==> src/rtl/his_acq_scheduler_pkg.sv <==
// Shared types, default geometry and index-width helpers for the
// histogram acquisition scheduler.
package his_pkg;
  localparam int NP_DEF        = 10;
  localparam int PIXEL_NUM_DEF = 3;
  localparam int ACQ_NUM_DEF   = 2;
  localparam int DATA_NUM_DEF  = 2;

  typedef enum logic [2:0] {
    S_IDLE    = 3'd0,
    S_CLEAR   = 3'd1,
    S_ACQ     = 3'd2,
    S_DRAIN   = 3'd3,
    S_READOUT = 3'd4,
    S_DONE    = 3'd5
  } t_sched_state;

  // Index width never drops below one bit so a count of 1 still has a register.
  function automatic int idx_w(input int n);
    return (n < 2) ? 1 : $clog2(n);
  endfunction

  function automatic int pw_width(input int pixel_num);
    return idx_w(pixel_num);
  endfunction

  function automatic int aw_width(input int acq_num);
    return idx_w(acq_num);
  endfunction
endpackage

==> src/rtl/his_acq_scheduler_beat_counter.sv <==
// Nested data/pixel/acquisition counter; data index is the fastest digit.
module his_beat_counter
  import his_pkg::*;
#(
  parameter int PIXEL_NUM = PIXEL_NUM_DEF,
  parameter int ACQ_NUM   = ACQ_NUM_DEF,
  parameter int DATA_NUM  = DATA_NUM_DEF,
  parameter int PW        = pw_width(PIXEL_NUM),
  parameter int AW        = aw_width(ACQ_NUM)
) (
  input  logic          clk,
  input  logic          res,
  input  logic          clr_i,
  input  logic          inc_i,
  output logic [PW-1:0] p_o,
  output logic [AW-1:0] a_o,
  output logic          last_o
);
  localparam int DW = idx_w(DATA_NUM);

  logic [DW-1:0] d_q;
  logic [PW-1:0] p_q;
  logic [AW-1:0] a_q;
  logic          d_last, p_last, a_last;

  assign d_last = (d_q == DW'(DATA_NUM - 1));
  assign p_last = (p_q == PW'(PIXEL_NUM - 1));
  assign a_last = (a_q == AW'(ACQ_NUM - 1));

  always_ff @(posedge clk or posedge res) begin
    if (res) begin
      d_q <= '0;
      p_q <= '0;
      a_q <= '0;
    end else if (clr_i) begin
      d_q <= '0;
      p_q <= '0;
      a_q <= '0;
    end else if (inc_i) begin
      d_q <= d_last ? '0 : d_q + 1'b1;
      if (d_last) begin
        p_q <= p_last ? '0 : p_q + 1'b1;
        if (p_last) a_q <= a_last ? '0 : a_q + 1'b1;
      end
    end
  end

  assign p_o    = p_q;
  assign a_o    = a_q;
  assign last_o = d_last & p_last & a_last;
endmodule

==> src/rtl/his_acq_scheduler.sv <==
// Frame controller for the histogram builder: clear, tagged write stream,
// pipeline drain, then peak-vector readout over valid/ready.
module his_acq_scheduler
  import his_pkg::*;
#(
  parameter int NP         = NP_DEF,
  parameter int PIXEL_NUM  = PIXEL_NUM_DEF,
  parameter int ACQ_NUM    = ACQ_NUM_DEF,
  parameter int DATA_NUM   = DATA_NUM_DEF,
  parameter int CLR_CYCLES = 4,
  parameter int HB_LAT     = 3,
  parameter int PW         = pw_width(PIXEL_NUM),
  parameter int AW         = aw_width(ACQ_NUM)
) (
  input  logic                  clk,
  input  logic                  res,
  input  logic                  start,
  input  logic                  abort,
  input  logic                  ts_valid,
  input  logic [NP-1:0]         ts_data,
  output logic                  ts_ready,
  output logic                  hb_clear,
  output logic                  hb_wrEn,
  output logic [NP-1:0]         hb_data,
  output logic [PW-1:0]         hb_pixel,
  output logic [AW-1:0]         hb_acq,
  input  logic [NP*PIXEL_NUM-1:0] hb_peak,
  output logic                  pk_valid,
  input  logic                  pk_ready,
  output logic [PW-1:0]         pk_pixel,
  output logic [NP-1:0]         pk_data,
  output logic                  busy,
  output logic                  frame_done
);
  localparam int TMAX = (CLR_CYCLES > HB_LAT) ? CLR_CYCLES : HB_LAT;
  localparam int TW   = idx_w(TMAX);

  t_sched_state          state_q, state_d;
  logic [TW-1:0]         tmr_q, tmr_d;
  logic [PW-1:0]         rd_q, rd_d;
  logic [NP*PIXEL_NUM-1:0] cap_q;
  logic                  cap_en;
  logic                  wr_q;
  logic [NP-1:0]         data_q;
  logic [PW-1:0]         pix_q;
  logic [AW-1:0]         acq_q;
  logic                  accept, cnt_clr, bc_last;
  logic [PW-1:0]         bc_p;
  logic [AW-1:0]         bc_a;
  logic [NP-1:0]         pk_sel;

  // A beat presented alongside abort must not look accepted to the FIFO.
  assign ts_ready = (state_q == S_ACQ) & ~abort;
  assign accept   = ts_valid & ts_ready;
  assign cnt_clr  = abort | (state_q == S_IDLE);

  his_beat_counter #(
    .PIXEL_NUM(PIXEL_NUM), .ACQ_NUM(ACQ_NUM), .DATA_NUM(DATA_NUM), .PW(PW), .AW(AW)
  ) u_beat (
    .clk(clk), .res(res), .clr_i(cnt_clr), .inc_i(accept),
    .p_o(bc_p), .a_o(bc_a), .last_o(bc_last)
  );

  always_comb begin
    state_d = state_q;
    tmr_d   = tmr_q;
    rd_d    = rd_q;
    cap_en  = 1'b0;
    case (state_q)
      S_IDLE: if (start) begin
        state_d = S_CLEAR;
        tmr_d   = '0;
      end
      S_CLEAR: if (tmr_q == TW'(CLR_CYCLES - 1)) begin
        state_d = S_ACQ;
        tmr_d   = '0;
      end else tmr_d = tmr_q + 1'b1;
      S_ACQ: if (accept && bc_last) begin
        state_d = S_DRAIN;
        tmr_d   = '0;
      end
      S_DRAIN: if (tmr_q == TW'(HB_LAT - 1)) begin
        state_d = S_READOUT;
        tmr_d   = '0;
        rd_d    = '0;
        cap_en  = 1'b1;
      end else tmr_d = tmr_q + 1'b1;
      S_READOUT: if (pk_ready) begin
        if (rd_q == PW'(PIXEL_NUM - 1)) begin
          state_d = S_DONE;
          rd_d    = '0;
        end else rd_d = rd_q + 1'b1;
      end
      S_DONE:  state_d = S_IDLE;
      default: state_d = S_IDLE;
    endcase
    if (abort) begin
      state_d = S_IDLE;
      tmr_d   = '0;
      rd_d    = '0;
      cap_en  = 1'b0;
    end
  end

  always_ff @(posedge clk or posedge res) begin
    if (res) begin
      state_q <= S_IDLE;
      tmr_q   <= '0;
      rd_q    <= '0;
      cap_q   <= '0;
      wr_q    <= 1'b0;
      data_q  <= '0;
      pix_q   <= '0;
      acq_q   <= '0;
    end else begin
      state_q <= state_d;
      tmr_q   <= tmr_d;
      rd_q    <= rd_d;
      if (cap_en) cap_q <= hb_peak;
      if (abort) begin
        wr_q   <= 1'b0;
        data_q <= '0;
        pix_q  <= '0;
        acq_q  <= '0;
      end else begin
        wr_q <= accept;
        if (accept) begin
          data_q <= ts_data;
          pix_q  <= bc_p;
          acq_q  <= bc_a;
        end
      end
    end
  end

  always_comb begin
    pk_sel = '0;
    for (int p = 0; p < PIXEL_NUM; p++)
      if (rd_q == PW'(p)) pk_sel = cap_q[p*NP +: NP];
  end

  assign hb_clear   = (state_q == S_CLEAR);
  assign hb_wrEn    = wr_q;
  assign hb_data    = data_q;
  assign hb_pixel   = pix_q;
  assign hb_acq     = acq_q;
  assign pk_valid   = (state_q == S_READOUT);
  assign pk_pixel   = pk_valid ? rd_q : '0;
  assign pk_data    = pk_valid ? pk_sel : '0;
  assign busy       = (state_q != S_IDLE);
  assign frame_done = (state_q == S_DONE);
endmodule

==> config.mk <==
export PLATFORM = sky130hd
export DESIGN_NAME = his_acq_scheduler
export DESIGN_NICKNAME = d
export VERILOG_FILES = /design/src/rtl/his_acq_scheduler_pkg.sv /design/src/rtl/his_acq_scheduler_beat_counter.sv /design/src/rtl/his_acq_scheduler.sv
export SDC_FILE = /design/constraint.sdc
export NUM_CORES = 1
export LEC_CHECK = 0
export CORE_UTILIZATION = 51
export DETAILED_ROUTE_END_ITERATION = 7
export PLACE_DENSITY = 0.85
export SYNTH_ARGS = -nofsm -noshare
export SYNTH_HDL_FRONTEND = slang
export SYNTH_SLANG_ARGS = --single-unit
==> constraint.sdc <==
create_clock -name clk -period 4.5 [get_ports clk]
set_input_delay 0.9 -clock clk [delete_from_list [all_inputs] [get_ports clk]]
set_output_delay 0.9 -clock clk [all_outputs]
set_load 0.1 [all_outputs]
Yosys cells after proc, flatten, opt, wreduce, memory -nomap -nowiden --
Cells that the tools add are included.
Word-level totals: register bits 55, bits in latches 0, RAM bits 0, ROM bits 0, input bits 46, output and inout port bits 31, logic and storage cells 99, memories 0
Operators by class: add/sub/neg operators 5, multipliers 0, divide/modulo/power cells 0, $lt $le $gt $ge 0, equality and inequality tests 16, shifts and indexed selects 0, mux-type cells 46, bitwise logic cells 6, reductions and logical operators 15
Operator list (number):
- 2-to-1 mux 10 bit | 6
- 2-to-1 mux 2 bit | 16
- 2-to-1 mux 3 bit | 7
- one-hot mux 3 bit (5 select lines) | 1
- 2-to-1 mux 1 bit | 14
- != test 3 x 2 -> 1 bit (second input constant) | 4
- AND reduction 3 bit | 3
- == test 2 bit (second input constant) | 4
- one-hot mux 2 bit (4 select lines) | 1
- nonzero test 2 bit | 4
- adder 2 x 1 -> 2 bit (second input constant) | 3
- == test 3 x 2 -> 1 bit (second input constant) | 2
- == test 3 bit (second input constant) | 2
- != test 3 bit (second input constant) | 2
- AND reduction 6 bit | 1
- nonzero test 3 bit | 2
- nonzero test 5 bit | 1
- AND 1 bit | 4
- one-hot mux 2 bit (2 select lines) | 1
- == test 3 x 1 -> 1 bit (second input constant) | 1
- logical NOT 3 bit | 1
- adder 1 bit (second input constant) | 2
- == test 2 x 1 -> 1 bit (second input constant) | 1
- logical NOT 2 bit | 1
- 4 further kinds | 4

Depth between registers and ports, before layout --
Gate-level depths: netlist of the first run.
word-level depth 7, gate-level depth with buffers 6, mapped depth without buffers 6

Cells and area by module --
From an unflattened synthesis of the first run, not the netlist that was laid out.
Unflattened totals: cell total of the unflattened synthesis 254, area, all modules 2813.9 um2
Modules (own cells, without submodules):
- his_acq_scheduler | instances 1, cells each 236, area each 2606.2 um2, sequential area each 1276.2 um2
- his_beat_counter | instances 1, cells each 18, area each 207.7 um2, sequential area each 100.1 um2

Worst setup path after synthesis of the first run --
OpenSTA, ideal clock, no wires.
path kind register to output, from register state_q[0], to output hb_clear, arrival time 2.831 ns, data required time 3.600 ns, setup slack 0.769 ns, stages on the path, launching flop included 3, buffers on the path 1, path through dfrtp_1 -> buf_2 -> nor3b_1
Between the ends: word-level cells in the longest chain between the ends 1
RTL lines:
- start, declared | line his_acq_scheduler.sv:38 | t_sched_state state_q, state_d;
- start signal, assigned | line his_acq_scheduler.sv:116 | state_q <= state_d;
- == test 3 x 1 -> 1 bit | line his_acq_scheduler.sv:142 | assign hb_clear = (state_q == S_CLEAR);
- end, declared | line his_acq_scheduler.sv:22 | output logic hb_clear,
Every way passes these cells.

Worst setup path after layout of the first run --
from register state_q[0], to output pk_valid
Between the ends: word-level cells in the longest chain between the ends 1
RTL lines:
- == test 3 bit | line his_acq_scheduler.sv:147 | assign pk_valid = (state_q == S_READOUT);
- end, declared | line his_acq_scheduler.sv:28 | output logic pk_valid,
Every way passes these cells.

==> results.tsv, run 1 <==
stage	metric	value	unit
outcome	status	finished, final reports clean	
synth	most common cell in the synthesized netlist	dfrtp_1	
synth	Mapped Cells	243	
synth	register area share after synthesis	51.9	%
worst_setup_path	element type at the critical path end	output port	
timing	worst hold slack	0.491	ns
detailed_routing	remaining antenna violation count	0	
clock_tree	CTS Hold Bufs	0	
floorplanning	IO Pins	77	
timing	crit path time final	3.54	ns
timing	Max Slew Vio Count	0	
synth	XOR/XNOR Fraction of Synth Area	0.660	%
global_route	number of global-route vias before repair	1898	
timing	Setup Total Neg Slack	0	ns
global_route	initial antenna violation count	0	
clock_tree	Clock Latency Late Sink	0.29	ns
clock_tree	Num CTS Buffers	5	
global_route	GRT Residual Overflow	0	
worst_setup_path	WS Path Type	reg -> out	
worst_setup_path	Crit path arrival time	2.64	ns
synth	post-synthesis simple-gate area fraction	16.8	%
floorplanning	starting density of the core	54.7	%
detailed_routing	WL/cell	14.4	µm
finish	layout cell share with drive strength beyond 1	10.2	%
floorplanning	die area	5490	µm²
timing	Finish-stage setup viols	0	
clock_tree	clk sink count	55	
synth	top cells by count, synth	dfrtp_1 (55), nand2_1 (33), mux2_1 (31), nor2_1 (22), a21oi_1 (19)	
synth	Syn Nets	293	
clock_tree	H-tree Lvls	2	
synth	FFs w/ async S/R, synth	100	%
detailed_routing	First-pass DRT Iterations	4	
clock_tree	CTS tree	yes	
place	number of I/O port buffers	76	
floorplanning	Die W	74.1	µm
synth	post-synth top area cell	dfrtp_1	
finish	# diodes	0	
timing	Worst Skew	0.00330	ns
synth	Yosys top cell area share	51.9	%
detailed_routing	Vias/cell	5.29	
finish	fin util	72.2	%
clock_tree	postcts setup bufs	0	
floorplanning	core area	4850	µm²
timing	worst rel slew slack	32.9	%
synth	Synth Area in Compound Gates	6.37	%
job	number of max-cap violations	0	
synth	Most used DFF post-synth	dfrtp_1	
power_and_ir_drop	leakage	1.64	nW
global_route	pin count of the biggest net entering global routing	56	
synth	number of synthesized flops with an enable pin	0	
clock_tree	clock root cell	clkbuf_8	
global_route	Tot GR Track Use	21.7	%
synth	adder-cell area share of the yosys netlist	1.89	%
synth	post-synthesis mux area share	18.1	%
timing	worst slew pin tran	1.00	ns
worst_setup_path	worst-path fanout max	13	
hold_path	Hold WC Path Type	reg -> reg	
synth	Yosys cell types	38	
synth	Synth area leaders	dfrtp_1 (52%), mux2_1 (13%), nand2_1 (4.7%), mux2i_1 (4.5%), a21oi_1 (3.6%)	
timing	maximum clock frequency	0.283	GHz
timing	Hold Fails Final Rpt	0	
place	post-DP HPWL	3.99	mm
detailed_routing	via count	2011	
finish	Layout fillers	358	
worst_setup_path	Worst R2R Setup Slack	2.48	ns
finish	Layout area overhead	31.9	%
worst_setup_path	CP Data Required Time	3.60	ns
detailed_routing	final WL	5.49	mm
clock_tree	clock slew at reported path FFs	0.09	ns
detailed_routing	DRC Markers	0	
timing	fin crit share	78.6	%
clock_tree	clock buffer depth	2	
global_route	first-pass GRT wire length	8.89	mm
synth	largest family of logic cells by synthesized area	multiplexers	
synth	Warnings, synthesis	0	
synth	mapped cell area	2650	µm²
detailed_routing	first-iteration detailed-routing DRC count	90	
floorplanning	row count	25	
floorplanning	die height	74.1	µm
clock_tree	post_cts resized	0	
synth	Avg Inst Size Synth	10.9	µm²
power_and_ir_drop	peak supply drop	0.192	mV
place	GPL Wtd Cong	0.807	
finish	Nets	363	
timing	RSZ-0062 raised after global routing	false	
synth	number of synthesized register bits	55	
worst_setup_path	Critical Path Source Type	flop	
power_and_ir_drop	pwr dens	269	nW/µm²
power_and_ir_drop	Overall Power	941	µW
-- stage by stage --
step / setup slack, ns / cells / area (µm²)
2_1_floorplan: 0.769 / 243 / 2650
3_3_place_gp: 1.32 / 373 / 3400
3_5_place_dp: 1.26 / 373 / 3400
4_1_cts: 0.951 / 380 / 3500
5_1_grt: 0.862 / 380 / 3500
6_report: 0.963 / 380 / 3500
-- final timing paths --
check                              to  startpoint  depth (start not counted)
max                          pk_valid  state_q[0]                          3
min                          cap_q[1]    cap_q[1]                          1
max reg2reg                hb_data[1]  state_q[1]                          5
min reg2reg                  cap_q[1]    cap_q[1]                          1
max in group asynchronous   cap_q[21]         res                          3
min in group asynchronous  hb_data[2]         res                          3
-- report_power, final --
part | total, mW | internal, mW | leakage (nW) | switching (mW)
Clock | 0.307 | 0.163 | 0.0513 | 0.144
Combinational | 0.123 | 0.0561 | 0.828 | 0.0669
Sequential | 0.511 | 0.500 | 0.766 | 0.0111
Total | 0.941 | 0.719 | 1.64 | 0.222
-- cell type report --
| cell class | count | area [µm²] | area share (%) |
|---|---|---|---|
| clock inverter | 1 | 30.0 | 0.858 |
| clock buffer | 6 | 72.6 | 2.07 |
| timing repair buffer | 78 | 743 | 21.2 |
| multi-input combinational | 165 | 1160 | 33.2 |
| inverter | 8 | 30.0 | 0.858 |
| tap | 67 | 83.8 | 2.40 |
| sequential | 55 | 1380 | 39.3 |
-- state kept, by name (all words and copies together), names as in the netlist --
name and cells:
hb_data 10, rd_q 2, u_beat.a_o 1, state_q 3
u_beat.p_o 2, cap_q 30, hb_pixel 2, hb_wrEn 1
hb_acq 1, u_beat.d_last 1, tmr_q 2
-- cell families after synthesis --
family,Yosys count
and+or+nand+nor,88
DFF,55
muxes,44
AOI/OAI and AO/OA,27
buffers and inverters,23
adders and majority gates,4
xor gates and xnor gates,2
-- per-layer routing --
metal	vias up	GRT usage (%)	share of wire (%)
met5	-	0	0
met4	0	7.91	1.6
met3	6	4.61	3.6
met2	44	34.6	51
met1	993	29.2	44
li1	968	-	-
-- worst max-delay path, cell delays in order, from the launching register on --
cell             delay, ns
dfrtp_1               0.54
or3b_4                0.56
inv_2                 0.11
clkdlybuf4s50_1       1.13
-- placed cells by master (no fill, tap or decap), types with 2 or more instances in the layout --
master           Yosys  routed
nand3_1             13      13
buf_4                0      15
nor4b_4              2       2
a21oi_1             19      19
nor3_1               3       3
nor2_1              22      22
o32ai_1              2       2
dfrtp_1             55      55
clkdlybuf4s50_1      0      63
inv_2                4       5
nand2_1             33      33
ha_1                 4       4
clkbuf_8             0       5
mux2i_1             12      12
inv_1                4       3
nand4b_1             2       2
and2_1               2       2
or3_1                2       2
mux2_1              31      31
No activity file was read; power rests on OpenSTA's default activity.
==> run 2: changes to the inputs <==
- CORE_UTILIZATION: 51 -> 43
- PLACE_DENSITY: 0.85 -> 0.76
- clock period: 4.5 -> 3.19 ns (I/O delays scaled with it)
==> run 2 against run 1 <==
Effect of this change:
- flip-flop and latch count is the same
- die area increased by 18%
- worst setup slack got worse by 0.37 ns
- first-iteration DRC count grew 10%
- worst hold slack lost 0.0036 ns
- clock power grew 36%
- sequential share of layout area shrank 1.7 points
- via count is 1.7% higher
- combinational power rose by 43%
==> results.tsv, run 2 (synthesis gave the netlist of run 1 again) <==
stage	metric	value	unit	change
global_route	GRT Residual Overflow	0		unchanged
hold_path	HP Start	cap_q[6]		was cap_q[1]
finish	multi-input logic area	1170	µm²	was 1160 µm²
clock_tree	clock buffer depth	2		unchanged
timing	Max Slew Vio Count	0		unchanged
timing	Setup Total Neg Slack	0	ns	unchanged
worst_setup_path	Worst R2R End	state_q[0]		was hb_data[1]
timing	worst rel slew slack	49.8	%	was 32.9%
power_and_ir_drop	peak supply drop	0.254	mV	was 0.192 mV
clock_tree	postcts setup bufs	0		unchanged
timing	Finish-stage setup viols	0		unchanged
power_and_ir_drop	Sw Share	25.0	%	was 23.6%
worst_setup_path	element type at the critical path end	output port		unchanged
power_and_ir_drop	Overall Power	1.31	mW	was 941 µW
clock_tree	post_cts resized	0		unchanged
finish	# diodes	0		unchanged
finish	register area	1380	µm²	unchanged
floorplanning	die area	6490	µm²	was 5490 µm²
finish	Nets	368		was 363
detailed_routing	top sig layer	met4		unchanged
finish	non-filler cells, final	394		was 380
detailed_routing	via count	2045		was 2011
detailed_routing	WL/cell	15.0	µm	was 14.4 µm
power_and_ir_drop	Clock Power Share	31.8	%	was 32.6%
detailed_routing	remaining antenna violation count	0		unchanged
worst_setup_path	worst-path fanout max	13		unchanged
power_and_ir_drop	share of power burned in registers	54.8	%	was 54.3%
global_route	pin count of the biggest net entering global routing	56		unchanged
power_and_ir_drop	pwr dens	360	nW/µm²	was 269 nW/µm²
clock_tree	Num CTS Buffers	5		unchanged
worst_setup_path	Crit path arrival time	1.96	ns	was 2.64 ns
worst_setup_path	CP Data Required Time	2.55	ns	was 3.60 ns
clock_tree	clock slew at reported path FFs	0.09	ns	about the same
global_route	initial antenna violation count	0		unchanged
clock_tree	CTS tree	yes		unchanged
clock_tree	clock root cell	clkbuf_8		unchanged
detailed_routing	Vias/cell	5.19		was 5.29
timing	crit path time final	2.60	ns	
floorplanning	starting density of the core	44.8	%	was 54.7%
power_and_ir_drop	internal power	985	µW	was 719 µW
timing	RSZ-0062 raised after global routing	false		unchanged
detailed_routing	met2 WL	3.08	mm	was 2.79 mm
worst_setup_path	Worst R2R Setup Slack	1.27	ns	was 2.48 ns
floorplanning	die height	80.5	µm	was 74.1 µm
clock_tree	H-tree Lvls	2		unchanged
timing	worst hold slack	0.488	ns	was 0.491 ns
detailed_routing	met3 WL	206	µm	was 198 µm
worst_setup_path	Critical Path Source Type	flop		unchanged
timing	worst slew pin tran	0.752	ns	was 1.00 ns
hold_path	worst hold path depth	1		unchanged
finish	Layout area overhead	37.7	%	was 31.9%
outcome	status	finished, final reports clean		unchanged
power_and_ir_drop	Gate power share	13.4	%	was 13.1%
hold_path	WHS Endpoint	cap_q[6]		was cap_q[1]
timing	Hold Fails Final Rpt	0		unchanged
worst_setup_path	WS Path Type	reg -> out		unchanged
job	number of max-cap violations	0		unchanged
place	number of I/O port buffers	76		unchanged
floorplanning	row count	28		was 25
global_route	number of global-route vias before repair	2026		was 1898
place	GPL Wtd Cong	0.772		was 0.807
detailed_routing	Met1 Wirelength	2.54	mm	was 2.42 mm
timing	maximum clock frequency	0.385	GHz	
finish	Top reg by flops	cap_q		unchanged
detailed_routing	DRC Markers	0		unchanged
timing	fin crit share	81.5	%	
floorplanning	core area	5920	µm²	was 4850 µm²
global_route	first-pass GRT wire length	9.74	mm	was 8.89 mm
power_and_ir_drop	Sw Pwr	329	µW	was 222 µW
finish	Layout fillers	494		was 358
worst_setup_path	worst flop-to-flop path startpoint	state_q[2]		was state_q[1]
clock_tree	Clock Latency Late Sink	0.31	ns	was 0.29 ns
finish	layout cell share with drive strength beyond 1	17.9	%	was 10.2%
finish	most frequent cells in the layout	dfrtp_1 (55), clkdlybuf4s50_1 (45), nand2_1 (33), mux2_1 (31), buf_4 (26)		was clkdlybuf4s50_1 (63), dfrtp_1 (55), nand2_1 (33), mux2_1 (31), nor2_1 (22)
detailed_routing	final WL	5.93	mm	was 5.49 mm
finish	leading cell type in the layout, fill and taps excluded	dfrtp_1		was clkdlybuf4s50_1
detailed_routing	First-pass DRT Iterations	4		unchanged
clock_tree	clk sink count	55		unchanged
finish	max FFs per register	30		unchanged
detailed_routing	first-iteration detailed-routing DRC count	99		was 90
floorplanning	Die W	80.5	µm	was 74.1 µm
clock_tree	CTS Hold Bufs	0		unchanged
floorplanning	IO Pins	77		unchanged
place	# placed instances	386		was 373
hold_path	Hold WC Path Type	reg -> reg		unchanged
place	post-DP HPWL	4.17	mm	was 3.99 mm
worst_setup_path	FF-to-FF path depth	5		unchanged
global_route	Tot GR Track Use	20.0	%	was 21.7%
timing	Worst Skew	0.00994	ns	was 0.00330 ns
power_and_ir_drop	leakage	1.74	nW	was 1.64 nW
run 2: cell types whose count changed in the layout (fill, tap and decap cells not counted), sizes merged:
cell           previous run  this run
bufinv                    1         0
clkbuf                    6         8
buf                      15        38
clkdlybuf4s50            63        45
run 2: per-stage QoR:
step	setup slack (ns)	util, %	cell area (µm²)
finish	0.590	61.7	3650
global route	0.462	61.7	3650
CTS	0.582	61.7	3650
detailed placement	0.608	60.0	3550
global placement	0.652	60.0	3550
floorplan	0.208	-	2660
run 2: critical path, cell delays in order (launching register included):
cell and delay (ns):
dfrtp_1 0.59, or3b_4 0.54, inv_2 0.11, and2_1 0.13, buf_4 0.28
run 2: power groups by stage:
stage	clock [mW]	sequential [mW]	combinational (mW)
final	0.417	0.720	0.176
after global routing	0.459	0.722	0.191
after CTS	0.430	0.721	0.178
after detailed placement	0	0.734	0.177
after global placement	0	0.734	0.174
after floorplan	0	0.727	0.100
run 2: final cells by class:
cell class	instances	share of cell area, %
inverters	8	0.822
clock buffers	8	2.74
well taps	75	2.57
repair buffers	83	24.2
flip-flops and latches	55	37.7
multi-input cells	165	32.0
run 2: how the worst max path moves through the flow:
| stage | endpoint | start |
|---|---|---|
| final | pk_pixel[0] | state_q[2] |
| after global routing | pk_data[1] | rd_q[1] |
| after CTS | pk_pixel[0] | state_q[2] |
| after detailed placement | cap_q[2] | abort |
| after global placement | ts_ready | abort |
| after floorplan | pk_data[1] | rd_q[1] |
run 2: routing by layer:
layer	vias up	global-route usage (%)
met5	-	0
met4	0	7.50
met3	9	4.20
met2	53	32.1
met1	1006	26.5
li1	977	-
==> variant 1, RTL diff (settings of run 2) <==
The package constant `NP_DEF` goes from 10 to 9.
--- a/src/rtl/his_acq_scheduler_pkg.sv
+++ b/src/rtl/his_acq_scheduler_pkg.sv
@@ -2,5 +2,5 @@
 // histogram acquisition scheduler.
 package his_pkg;
-  localparam int NP_DEF        = 10;
+  localparam int NP_DEF        = 9;
   localparam int PIXEL_NUM_DEF = 3;
   localparam int ACQ_NUM_DEF   = 2;
Ports: changed (resized hb_data, hb_peak, pk_data and ts_data); port bits go from 77 to 71. The function was not compared with the original's and may differ.
==> variant 1 against run 2 <==
- worst hold slack gained 0.026 ns
- area after synthesis shrank 3.4%
- final area shrank 3.7%
- routed wire length shrank 7.9%
- sequential cell count down 4
- worst setup slack better by 0.034 ns
- clock skew shrank 0.0020 ns
Power is not compared: it rests on default switching activity, and its combinational part moved more than twofold at a synthesized area within 25%.
==> variant 1: results (changes against run 2) <==
metric;value;unit;change
largest-register;cap_q;;unchanged
cellLeakagePower;1.56;nW;
nets;344;;was 368
dp_slack;0.547;ns;was 0.608 ns
htree_levels;2;;unchanged
num_vias;1945;;was 2,045
postCtsSetupBuffers;0;;unchanged
yosysUniqueCellTypes;38;;unchanged
cp_max_fo;10;;was 13
setup_tns;0;ns;unchanged
postSynthCellCount;230;;was 243
place_inst;363;;was 386
vias_per_cell;5.24;;was 5.19
critPathTopFamily;buffers and inverters;;was simple AND/OR/NAND/NOR gates
largest_reg_flops;27;;was 30
cts_buffers;5;;unchanged
placed_area;3400;sq um;was 3550 sq um
clockBufferDepth;2;;unchanged
grt_usage;18.7;%;was 20.0%
fin_skew;0.00796;ns;was 0.00994 ns
hold_class;register to register;;unchanged
crit_slowest_cell;clkdlybuf4s50_1;;was dfrtp_1
ys_seq_area_share;49.8;%;was 51.9%
grt_max_degree;29;;was 56
first_pass_iters;4;;unchanged
antenna_found_initial;0;;unchanged
cts_repair_resize_count;0;;unchanged
numPortBuffers;70;;was 76
tightest_slew;0.708;ns;was 0.752 ns
clock_latency;0.30;ns;
drt_iter0_drc;109;;was 99
synth.net_count;276;;was 293
gp_congestion;0.797;;was 0.772
synth.top_cells.by_count;51 x dfrtp_1, 29 x mux2_2, 22 x nand2_1, 14 x nand2b_1, 14 x o21ai_0;;was 55 x dfrtp_1, 33 x nand2_1, 31 x mux2_1, 22 x nor2_1, 19 x a21oi_1
routed_wl;5.46;mm;was 5.93 mm
layout-drive-gt1-share;26.8;%;was 17.9%
synthTopCellsByArea;dfrtp_1 50%, mux2_2 13%, mux2i_1 4.7%;;was dfrtp_1 52%, mux2_1 13%, nand2_1 4.7%
synthArstFlopShare;100;%;unchanged
cts-root-buf;clkbuf_8;;unchanged
peakVddDrop;403;uV;
yosys_warnings;0;;unchanged
status;completed;;unchanged
grt_pass1_wl;8.99;mm;was 9.74 mm
clkTransAtPathRegs;0.09;ns;about the same
slowest_delay;0.61;ns;was 0.59 ns
place_hpwl;3.99;mm;was 4.17 mm
diodes;0;;unchanged
finalHoldViolations;0;;unchanged
-- variant 1: final timing paths --
kind	slack, ns	startpoint	end	cells past startpoint
max in group asynchronous	1.95	res	u_beat.d_last	3
min in group asynchronous	0.64	res	cap_q[14]	2
worst min-delay path	0.51	cap_q[1]	cap_q[1]	1
worst max register to register	1.10	state_q[1]	u_beat.d_last	5
worst max-delay path	0.62	abort	ts_ready	3
worst min register to register	0.51	cap_q[1]	cap_q[1]	1
-- variant 1: final cells by class --
cell class                      count  area [sq um]
Timing Repair Buffer               78           838
Clock inverter                      2          35.0
Clock buffer                        6          82.6
Tap cell                           72          90.1
Inverter                            6          22.5
Fill cell                         492          2090
Multi-Input combinational cell    156          1170
Sequential cell                    51          1280
-- variant 1: cells by family (layout without fill, tap and decap cells) --
family	after synthesis	in the layout	share of synthesized area, %
buffers and inverters	23	92	4.83
muxes	41	41	17.4
adders and majority gates	4	4	1.95
xor gates and xnor gates	3	3	1.03
AOI/OAI and AO/OA	34	34	8.11
and+or+nand+nor	74	74	16.8
DFF	51	51	49.8
-- variant 1: layer usage --
metal	track usage, %	up-vias	share of wire [%]
met5	0	-	0
met4	4.00	0	0.53
met3	7.70	2	11
met2	30.4	82	48
met1	23.2	933	41
li1	-	928	-
-- variant 1: power breakdown --
group / switching (mW) / internal (mW) / leakage, nW / total, mW
Clock: 0.206 / 0.254 / 0.0612 / 0.459
Sequential: 0.0949 / 0.748 / 0.706 / 0.843
Combinational: 0.359 / 0.235 / 0.796 / 0.594
-- variant 1: worst register-to-register path, delay by kind of cell (launching register included) --
family	cells	cell delay (ns)
buf+inv	1	0.22
flops	1	0.68
simple gates	3	0.94
xor+xnor	1	0.12
